==> config.mk <==
export PLATFORM = sky130hd
export DESIGN_NAME = mem_port_arbiter
export DESIGN_NICKNAME = d
export VERILOG_FILES = /design/src/rtl/mem_port_arbiter.sv
export SDC_FILE = /design/constraint.sdc
export NUM_CORES = 1
export LEC_CHECK = 0
export BUFFER_PORTS_ARGS = -buffer_cell sky130_fd_sc_hd__buf_2
export CAP_MARGIN = 10
export CORE_ASPECT_RATIO = 0.9
export CORE_MARGIN = 8
export CORE_UTILIZATION = 35
export DETAILED_ROUTE_END_ITERATION = 6
export GPL_TIMING_DRIVEN = 0
export PLACE_DENSITY_LB_ADDON = 0.2
export SYNTH_ARGS = -nofsm -noshare
export SYNTH_HDL_FRONTEND = slang
export SYNTH_SLANG_ARGS = --single-unit
==> constraint.sdc <==
create_clock -name clk -period 1.68 [get_ports clk]
set_input_delay 0.168 -clock clk [delete_from_list [all_inputs] [get_ports clk]]
set_output_delay 0.168 -clock clk [all_outputs]
set_load 0.01 [all_outputs]
==> src/rtl/mem_port_arbiter.sv <==
// mem_port_arbiter: shares one memory port between instruction fetch and
// load/store. Data requests win unless fetch has been starved for
// STARVE_LIMIT consecutive data grants. Reads are tracked for MEM_LATENCY
// cycles and the returned data is steered back to whichever side issued it.
module mem_port_arbiter #(
  parameter int AWIDTH       = 32,
  parameter int DWIDTH       = 32,
  parameter int MEM_LATENCY  = 1,
  parameter int STARVE_LIMIT = 4
) (
  input  logic              clk,
  input  logic              rst,
  input  logic              if_req_i,
  input  logic [AWIDTH-1:0] if_addr_i,
  output logic              if_gnt_o,
  output logic              if_rvalid_o,
  input  logic              d_req_i,
  input  logic              d_we_i,
  input  logic [AWIDTH-1:0] d_addr_i,
  input  logic [DWIDTH-1:0] d_wdata_i,
  input  logic [2:0]        d_funct3_i,
  output logic              d_gnt_o,
  output logic              d_rvalid_o,
  output logic [DWIDTH-1:0] rdata_o,
  output logic [AWIDTH-1:0] mem_addr_o,
  output logic [DWIDTH-1:0] mem_data_o,
  output logic              mem_read_en_o,
  output logic              mem_write_en_o,
  output logic [2:0]        mem_funct3_o,
  input  logic [DWIDTH-1:0] mem_data_i,
  output logic              busy_o
);

  typedef enum logic {
    S_IDLE,
    S_WAIT
  } state_t;

  localparam logic [3:0] STARVE_MAX = 4'(STARVE_LIMIT);
  localparam logic [2:0] LAT_INIT   = 3'(MEM_LATENCY - 1);

  state_t     state, state_nxt;
  logic [3:0] starve_cnt;
  logic [2:0] lat_cnt;
  logic       owner_data;   // 1 = outstanding read belongs to load/store side
  logic       fetch_wins;
  logic       read_issue;
  logic       read_done;

  assign fetch_wins = if_req_i && (!d_req_i || (starve_cnt == STARVE_MAX));
  assign read_issue = if_gnt_o || (d_gnt_o && !d_we_i);
  assign read_done  = (state == S_WAIT) && (lat_cnt == 3'd0);
  assign busy_o     = (state == S_WAIT);

  // Next-state and grant/memory-port decode; grants only from IDLE.
  always_comb begin
    // NOTE: every output gets a default first so no path leaves one unassigned (no latches).
    state_nxt      = state;
    if_gnt_o       = 1'b0;
    d_gnt_o        = 1'b0;
    mem_addr_o     = '0;
    mem_data_o     = '0;
    mem_read_en_o  = 1'b0;
    mem_write_en_o = 1'b0;
    mem_funct3_o   = 3'b000;
    case (state)
      S_IDLE: begin
        if (!rst) begin
          if (fetch_wins) begin
            if_gnt_o      = 1'b1;
            mem_addr_o    = if_addr_i;
            mem_read_en_o = 1'b1;
            mem_funct3_o  = 3'b010;
            state_nxt     = S_WAIT;
          end else if (d_req_i) begin
            d_gnt_o        = 1'b1;
            mem_addr_o     = d_addr_i;
            mem_data_o     = d_wdata_i;
            mem_funct3_o   = d_funct3_i;
            mem_write_en_o = d_we_i;
            mem_read_en_o  = !d_we_i;
            if (!d_we_i) state_nxt = S_WAIT;
          end
        end
      end
      S_WAIT: begin
        if (lat_cnt == 3'd0) state_nxt = S_IDLE;
      end
      default: state_nxt = S_IDLE;
    endcase
  end

  // State register.
  always_ff @(posedge clk) begin
    // NOTE: sequential state uses non-blocking assignments so all flops update together.
    if (rst) state <= S_IDLE;
    else     state <= state_nxt;
  end

  // Latency countdown and read-owner capture at issue time.
  always_ff @(posedge clk) begin
    if (rst) begin
      lat_cnt    <= 3'd0;
      owner_data <= 1'b0;
    end else if (read_issue) begin
      lat_cnt    <= LAT_INIT;
      owner_data <= d_gnt_o;
    end else if ((state == S_WAIT) && (lat_cnt != 3'd0)) begin
      lat_cnt <= lat_cnt - 3'd1;
    end
  end

  // Read-data capture and one-cycle rvalid pulse to the owner.
  always_ff @(posedge clk) begin
    if (rst) begin
      rdata_o     <= '0;
      if_rvalid_o <= 1'b0;
      d_rvalid_o  <= 1'b0;
    end else begin
      if_rvalid_o <= 1'b0;
      d_rvalid_o  <= 1'b0;
      if (read_done) begin
        rdata_o     <= mem_data_i;
        if_rvalid_o <= !owner_data;
        d_rvalid_o  <= owner_data;
      end
    end
  end

  // Fetch starvation counter: counts data grants taken while fetch waits.
  always_ff @(posedge clk) begin
    if (rst) begin
      starve_cnt <= 4'd0;
    end else if (!if_req_i || if_gnt_o) begin
      starve_cnt <= 4'd0;
    end else if (d_gnt_o && (starve_cnt != STARVE_MAX)) begin
      starve_cnt <= starve_cnt + 4'd1;
    end
  end

endmodule

==> results.json, run 1 <==
{
  "cp_num_buf_inv": 5,
  "max_stage_delay_ns": 0.36,
  "worstPathMaxFanout": 9,
  "slew_headroom_pct": 72.6,
  "fin_ws_ns": -0.396,
  "start_util_pct": 36.4,
  "cts_sinks": 43,
  "firstDrtPassIters": 4,
  "final_common_cell": "buf_2",
  "clock-root-buffer": "clkbuf_8",
  "cp-start-kind": "flop",
  "power_mw": 2.68,
  "worstHoldStart": "mem_data_i[19]",
  "fin_crit_sh_pct": 124,
  "setup.worst_path.start": "starve_cnt[0]",
  "placed_cells_incl_taps": 581,
  "ant_nets": 0,
  "dpl.hpwl_um": 8160,
  "area_growth_pct": 91.0,
  "synth_area_um2": 2250,
  "run_status": "complete, but fails checks",
  "ys_seq_elements": 43,
  "grt_first_pass_wirelength_um": 15700,
  "htree_levels": 2,
  "yosys.cell_types.count": 38,
  "critPathTopFamily": "buffers and inverters",
  "rows": 27,
  "crit_end": "mem_data_o[23]",
  "p_leak_nw": 2.29,
  "final_cell_mix": "222 x buf_2, 41 x dfxtp_1, 37 x nor2_1",
  "fp.dieH_um": 92.0,
  "crit_chain": "inv_2 -> ha_4 -> and3b_2 -> buf_12 -> a21oi_4 -> buf_12 -> buf_8 -> and2_1 -> buf_2",
  "cts_tree": "yes",
  "cts_inserted_buffers": 5,
  "finalNonFillerCells": 611,
  "hold_slack_ns": 0.0800,
  "fin_crit_ns": 2.08,
  "fmax_mhz": 482,
  "finClkSkew_ns": 0.0153,
  "dieWidth_um": 100,
  "drc": 0,
  "slew_violations": 0,
  "setup_violations": 71,
  "grt_pass1_vias": 3000,
  "drt-total-wl_um": 11400,
  "postSynthCellCount": 254,
  "cp_common_cell": "buf_12",
  "seq_area_frac_synth_pct": 38.3,
  "antenna_found_initial": 2,
  "num_io_pins": 242,
  "grt_usage_pct": 21.0,
  "drv_cap": 0,
  "grt-ovfl-total": 0,
  "routed_via_density": 5.00,
  "wire_per_inst_um": 18.7,
  "ir_worst_vdd_mv": 0.355,
  "worstMarginPinSlew_ns": 0.410,
  "avgSynthCellArea_um2": 8.85,
  "critical_path_class": "flop to primary output",
  "grt_max_degree": 16,
  "rsz0062_at_grt": "true",
  "ys_warn_count": 0,
  "crit_cells": 9,
  "required_ns": 1.51,
  "nets": 661,
  "dr.first_iter.drc_count": 131,
  "io_buffers": 240,
  "power_density_nw_per_um2": 624,
  "final_hold_viol_count": 0,
  "r2r_cells": 8,
  "clk_pin_slew_ns": 0.10,
  "critPathSlowestCell": "dfxtp_2",
  "r2r_slack_ns": 0.01,
  "violations": "setup timing",
  "die_area_um2": 9250,
  "route.vias.total": 3057,
  "cts.path.max_buffers": 2,
  "timing.rr.start": "starve_cnt[0]",
  "tns_ns": -23.06,
  "arrival_ns": 1.91,
  "hp-class": "input port to flop",
  "syn_nets": 394,
  "drive_gt1_share_pct": 64.4,
  "clock_latency_ns": 0.30,
  "placeableCoreArea_um2": 6180,
  "async_flop_share_pct": 0,
  "gp_congestion": 0.873,
  "r2r-end": "lat_cnt[2]",
  "endpoint_kind": "primary output",
  "synth_edf_count": 0,
  "synthFlopType": "dfxtp_1"
}
[flip-flops by register name, summed over array words and instances, names as in the netlist]
signal,cells
rdata_o,32
starve_cnt,4
lat_cnt,3
busy_o,1
d_rvalid_o,1
if_rvalid_o,1
owner_data,1
[area by class of cell]
class,count,area (um^2)
multi-input cells,183,1400
fillers,482,1890
flip-flops and latches,43,863
repair buffers,260,1610
clock inverters,3,23.8
plain buffers,21,188
well taps,87,109
inverters,7,26.3
diodes,2,5.00
clock buffers,5,68.8
[synthesized netlist by cell type, drive strengths merged (3+ instances only)]
master / number / share of area (%)
a21boi: 3 / 1.7
a22oi: 32 / 11
clkbuf: 3 / 0.50
buf: 19 / 5.3
inv: 7 / 1.2
a22o: 32 / 12
a21oi: 5 / 1.3
nor2: 40 / 7.0
dfxtp: 43 / 38
nand3: 4 / 0.89
and2: 37 / 10
ha: 4 / 2.2
[per-layer routing]
metal | track usage (%) | vias to the layer above | share of wire, %
li1 | - | 1454 | -
met4 | 7.67 | 0 | 3.5
met2 | 36.9 | 151 | 51
met3 | 6.65 | 32 | 7.2
met1 | 23.2 | 1420 | 38
met5 | 0 | - | 0
[how the worst min path moves through the flow]
| stage | endpoint | slack [ns] | cells past startpoint |
|---|---|---|---|
| final | rdata_o[19] | 0.08 | 2 |
| after global routing | rdata_o[19] | 0.07 | 2 |
| after CTS | rdata_o[19] | 0.08 | 2 |
| after detailed placement | rdata_o[2] | 0.39 | 2 |
| after global placement | rdata_o[25] | 0.38 | 2 |
| after floorplan | rdata_o[0] | 0.30 | 1 |
[stage by stage]
| stage | utilization (%) | worst slack [ns] | cell area (um^2) |
|---|---|---|---|
| 2_1_floorplan | - | 0.0661 | 2250 |
| 3_3_place_gp | 57.6 | -0.232 | 3560 |
| 3_5_place_dp | 57.6 | -0.243 | 3560 |
| 4_1_cts | 63.8 | -0.300 | 3950 |
| 5_1_grt | 69.5 | -0.452 | 4290 |
| 6_report | 69.5 | -0.396 | 4290 |
[power breakdown]
group / leakage, nW / switching, mW / total [mW] / internal [mW]
Clock: 0.0408 / 0.372 / 0.670 / 0.297
Combinational: 1.90 / 0.425 / 0.901 / 0.476
Sequential: 0.352 / 0.0290 / 1.11 / 1.08
Total: 2.29 / 0.826 / 2.68 / 1.85
[logic make-up after synthesis]
group                    Yosys count  share of synthesized area [%]
XOR/XNOR                           1                          0.390
multiplexers                       2                          0.890
buffers and inverters             29                           7.01
flip-flops                        43                           38.3
AO/OA/AOI/OAI                     80                           28.7
AND/OR/NAND/NOR                   95                           22.5
adder cells (fa/ha/maj)            4                           2.23
[timing repair]
action	CTS	global route
setup endpoints to repair	71	102
gates cloned	6	1
resized for setup	52	62
hold buffers	0	0
endpoints found under the hold margin	0	0
setup buffers	7	7
pin swaps	22	13
No activity file was read; power rests on OpenSTA's default activity.
==> inputs of run 2 (changes only) <==
--- a/config.mk
+++ b/config.mk
@@ -7,9 +7,11 @@
 export LEC_CHECK = 0
 export BUFFER_PORTS_ARGS = -buffer_cell sky130_fd_sc_hd__buf_2
 export CAP_MARGIN = 10
+export CELL_PAD_IN_SITES_DETAIL_PLACEMENT = 1
+export CELL_PAD_IN_SITES_GLOBAL_PLACEMENT = 2
 export CORE_ASPECT_RATIO = 0.9
 export CORE_MARGIN = 8
-export CORE_UTILIZATION = 35
+export CORE_UTILIZATION = 16
 export DETAILED_ROUTE_END_ITERATION = 6
 export GPL_TIMING_DRIVEN = 0
 export PLACE_DENSITY_LB_ADDON = 0.2
==> run 2 against run 1 <==
  * The run still ends with setup timing left
  * Sequential cell count stayed put
  * Final area is 8.6% higher
  * Total power is 18% higher
  * Via count is 3.2% lower
  * Critical endpoint is now mem_addr_o[9]
  * Largest power group unchanged
==> results.json, run 2 (same netlist as run 1, synthesis figures left out) <==
{
  "antenna_cells": 0,
  "worstMarginPinSlew_ns": 0.422,
  "slew_violations": 0,
  "drt-total-wl_um": 11900,
  "cts_sinks": 43,
  "ir_worst_vdd_mv": 0.469,
  "grt-ovfl-total": 0,
  "drc": 0,
  "nets": 670,
  "cts_tree": "yes",
  "grt_max_degree": 15,
  "hold_slack_ns": 0.101,
  "drv_cap": 0,
  "r2r_cells": 8,
  "worstPathMaxFanout": 7,
  "drive_gt1_share_pct": 67.4,
  "clk_pin_slew_ns": 0.06,
  "dpl.hpwl_um": 9380,
  "die_area_um2": 18100,
  "antenna_found_initial": 0,
  "rows": 41,
  "post-place-ws_ns": -0.315,
  "clock-root-buffer": "clkbuf_16",
  "io_buffers": 240,
  "power_mw": 3.16,
  "fin_crit_sh_pct": 118,
  "required_ns": 1.51,
  "critical_path_class": "flop to primary output",
  "final_cell_mix": "211 x buf_2, 44 x buf_6, 41 x dfxtp_1",
  "final_hold_viol_count": 0,
  "final_common_cell": "buf_2",
  "placeableCoreArea_um2": 13900,
  "ff_latch_area_um2": 863,
  "endpoint_kind": "primary output",
  "tns_ns": -16.88,
  "p_leak_nw": 2.40,
  "num_io_pins": 242,
  "ant_nets": 0,
  "finClkSkew_ns": 0.00356,
  "grt_usage_pct": 12.1,
  "largest-register": "rdata_o",
  "firstDrtPassIters": 4,
  "reg_top3": "rdata_o (32), starve_cnt (4), lat_cnt (3)",
  "gp_congestion": 0.767,
  "largest_reg_flops": 32,
  "slew_headroom_pct": 71.9,
  "multi_input_area_um2": 1440,
  "rsz0062_at_grt": "true",
  "route.vias.total": 2960,
  "hp-class": "input port to flop",
  "dieWidth_um": 141,
  "dr.first_iter.drc_count": 96,
  "setup_violations": 71,
  "finalCoreUtilization_pct": 33.6,
  "cts_inserted_buffers": 5,
  "clock_latency_ns": 0.28,
  "wire_per_inst_um": 16.4,
  "arrival_ns": 1.82,
  "run_status": "complete, but fails checks",
  "start_util_pct": 16.2,
  "area_growth_pct": 107,
  "fillers": 1668,
  "fp.dieH_um": 128,
  "routed_via_density": 4.09,
  "holdPathStages": 2,
  "grt_first_pass_wirelength_um": 17700,
  "cts.path.max_buffers": 2,
  "htree_levels": 2,
  "grt_pass1_vias": 3194,
  "power_density_nw_per_um2": 677,
  "violations": "setup timing",
  "cp-start-kind": "flop",
  "cts_hold_buf": 0,
  "fin_crit_ns": 1.99,
  "fin_ws_ns": -0.310,
  "fmax_mhz": 502
}
run 2: cell type report:
type                    count  area share [%]
flip-flops and latches     43            18.5
repair buffers            268            37.0
inverters                   7           0.563
clock buffers               5            2.68
multi-input cells         183            30.8
well taps                 193            5.18
clock inverters             3           0.939
plain buffers              22            4.29
run 2: power by group:
group | internal, mW | leakage, nW | total (mW) | switching (mW)
Combinational | 0.510 | 1.96 | 0.941 | 0.431
Clock | 0.701 | 0.0838 | 1.11 | 0.406
Sequential | 1.08 | 0.352 | 1.11 | 0.0286
Total | 2.29 | 2.40 | 3.16 | 0.866
run 2: path summary, 6_finish.rpt:
kind	start	endpoint	slack, ns
setup / recovery	starve_cnt[0]	mem_addr_o[9]	-0.31
hold / removal	mem_data_i[22]	rdata_o[22]	0.10
setup reg to reg	starve_cnt[0]	lat_cnt[2]	0.04
hold reg to reg	owner_data	if_rvalid_o	0.47
run 2: layer usage:
layer,track usage (%),up-vias,share of wire (%)
met5,0,-,0
met2,23.6,80,57
met3,3.15,4,5.7
li1,-,1470,-
met4,2.15,0,0.76
met1,12.9,1406,37
run 2: worst max-delay path, cell delays in order, from the launching register on:
cell and delay [ns]:
dfxtp_2 0.34, inv_2 0.05, ha_4 0.16, and3b_2 0.25, a21boi_4 0.17, buf_12 0.14
buf_4 0.14, a22oi_1 0.06, nor2_1 0.10, buf_2 0.14
run 2: per-stage QoR:
step                      instances  cell area (um^2)
after floorplan                 254              2250
after detailed placement        687              3690
after global routing            724              4660
after global placement          687              3690
final                           724              4660
after CTS                       715              4210
run 2: what timing repair did:
item / in CTS / in global routing
setup endpoints to repair: 102 / 103
setup buffers: 16 / 7
gates cloned: 5 / 3
resized for setup: 45 / 88
pin swaps: 9 / 45
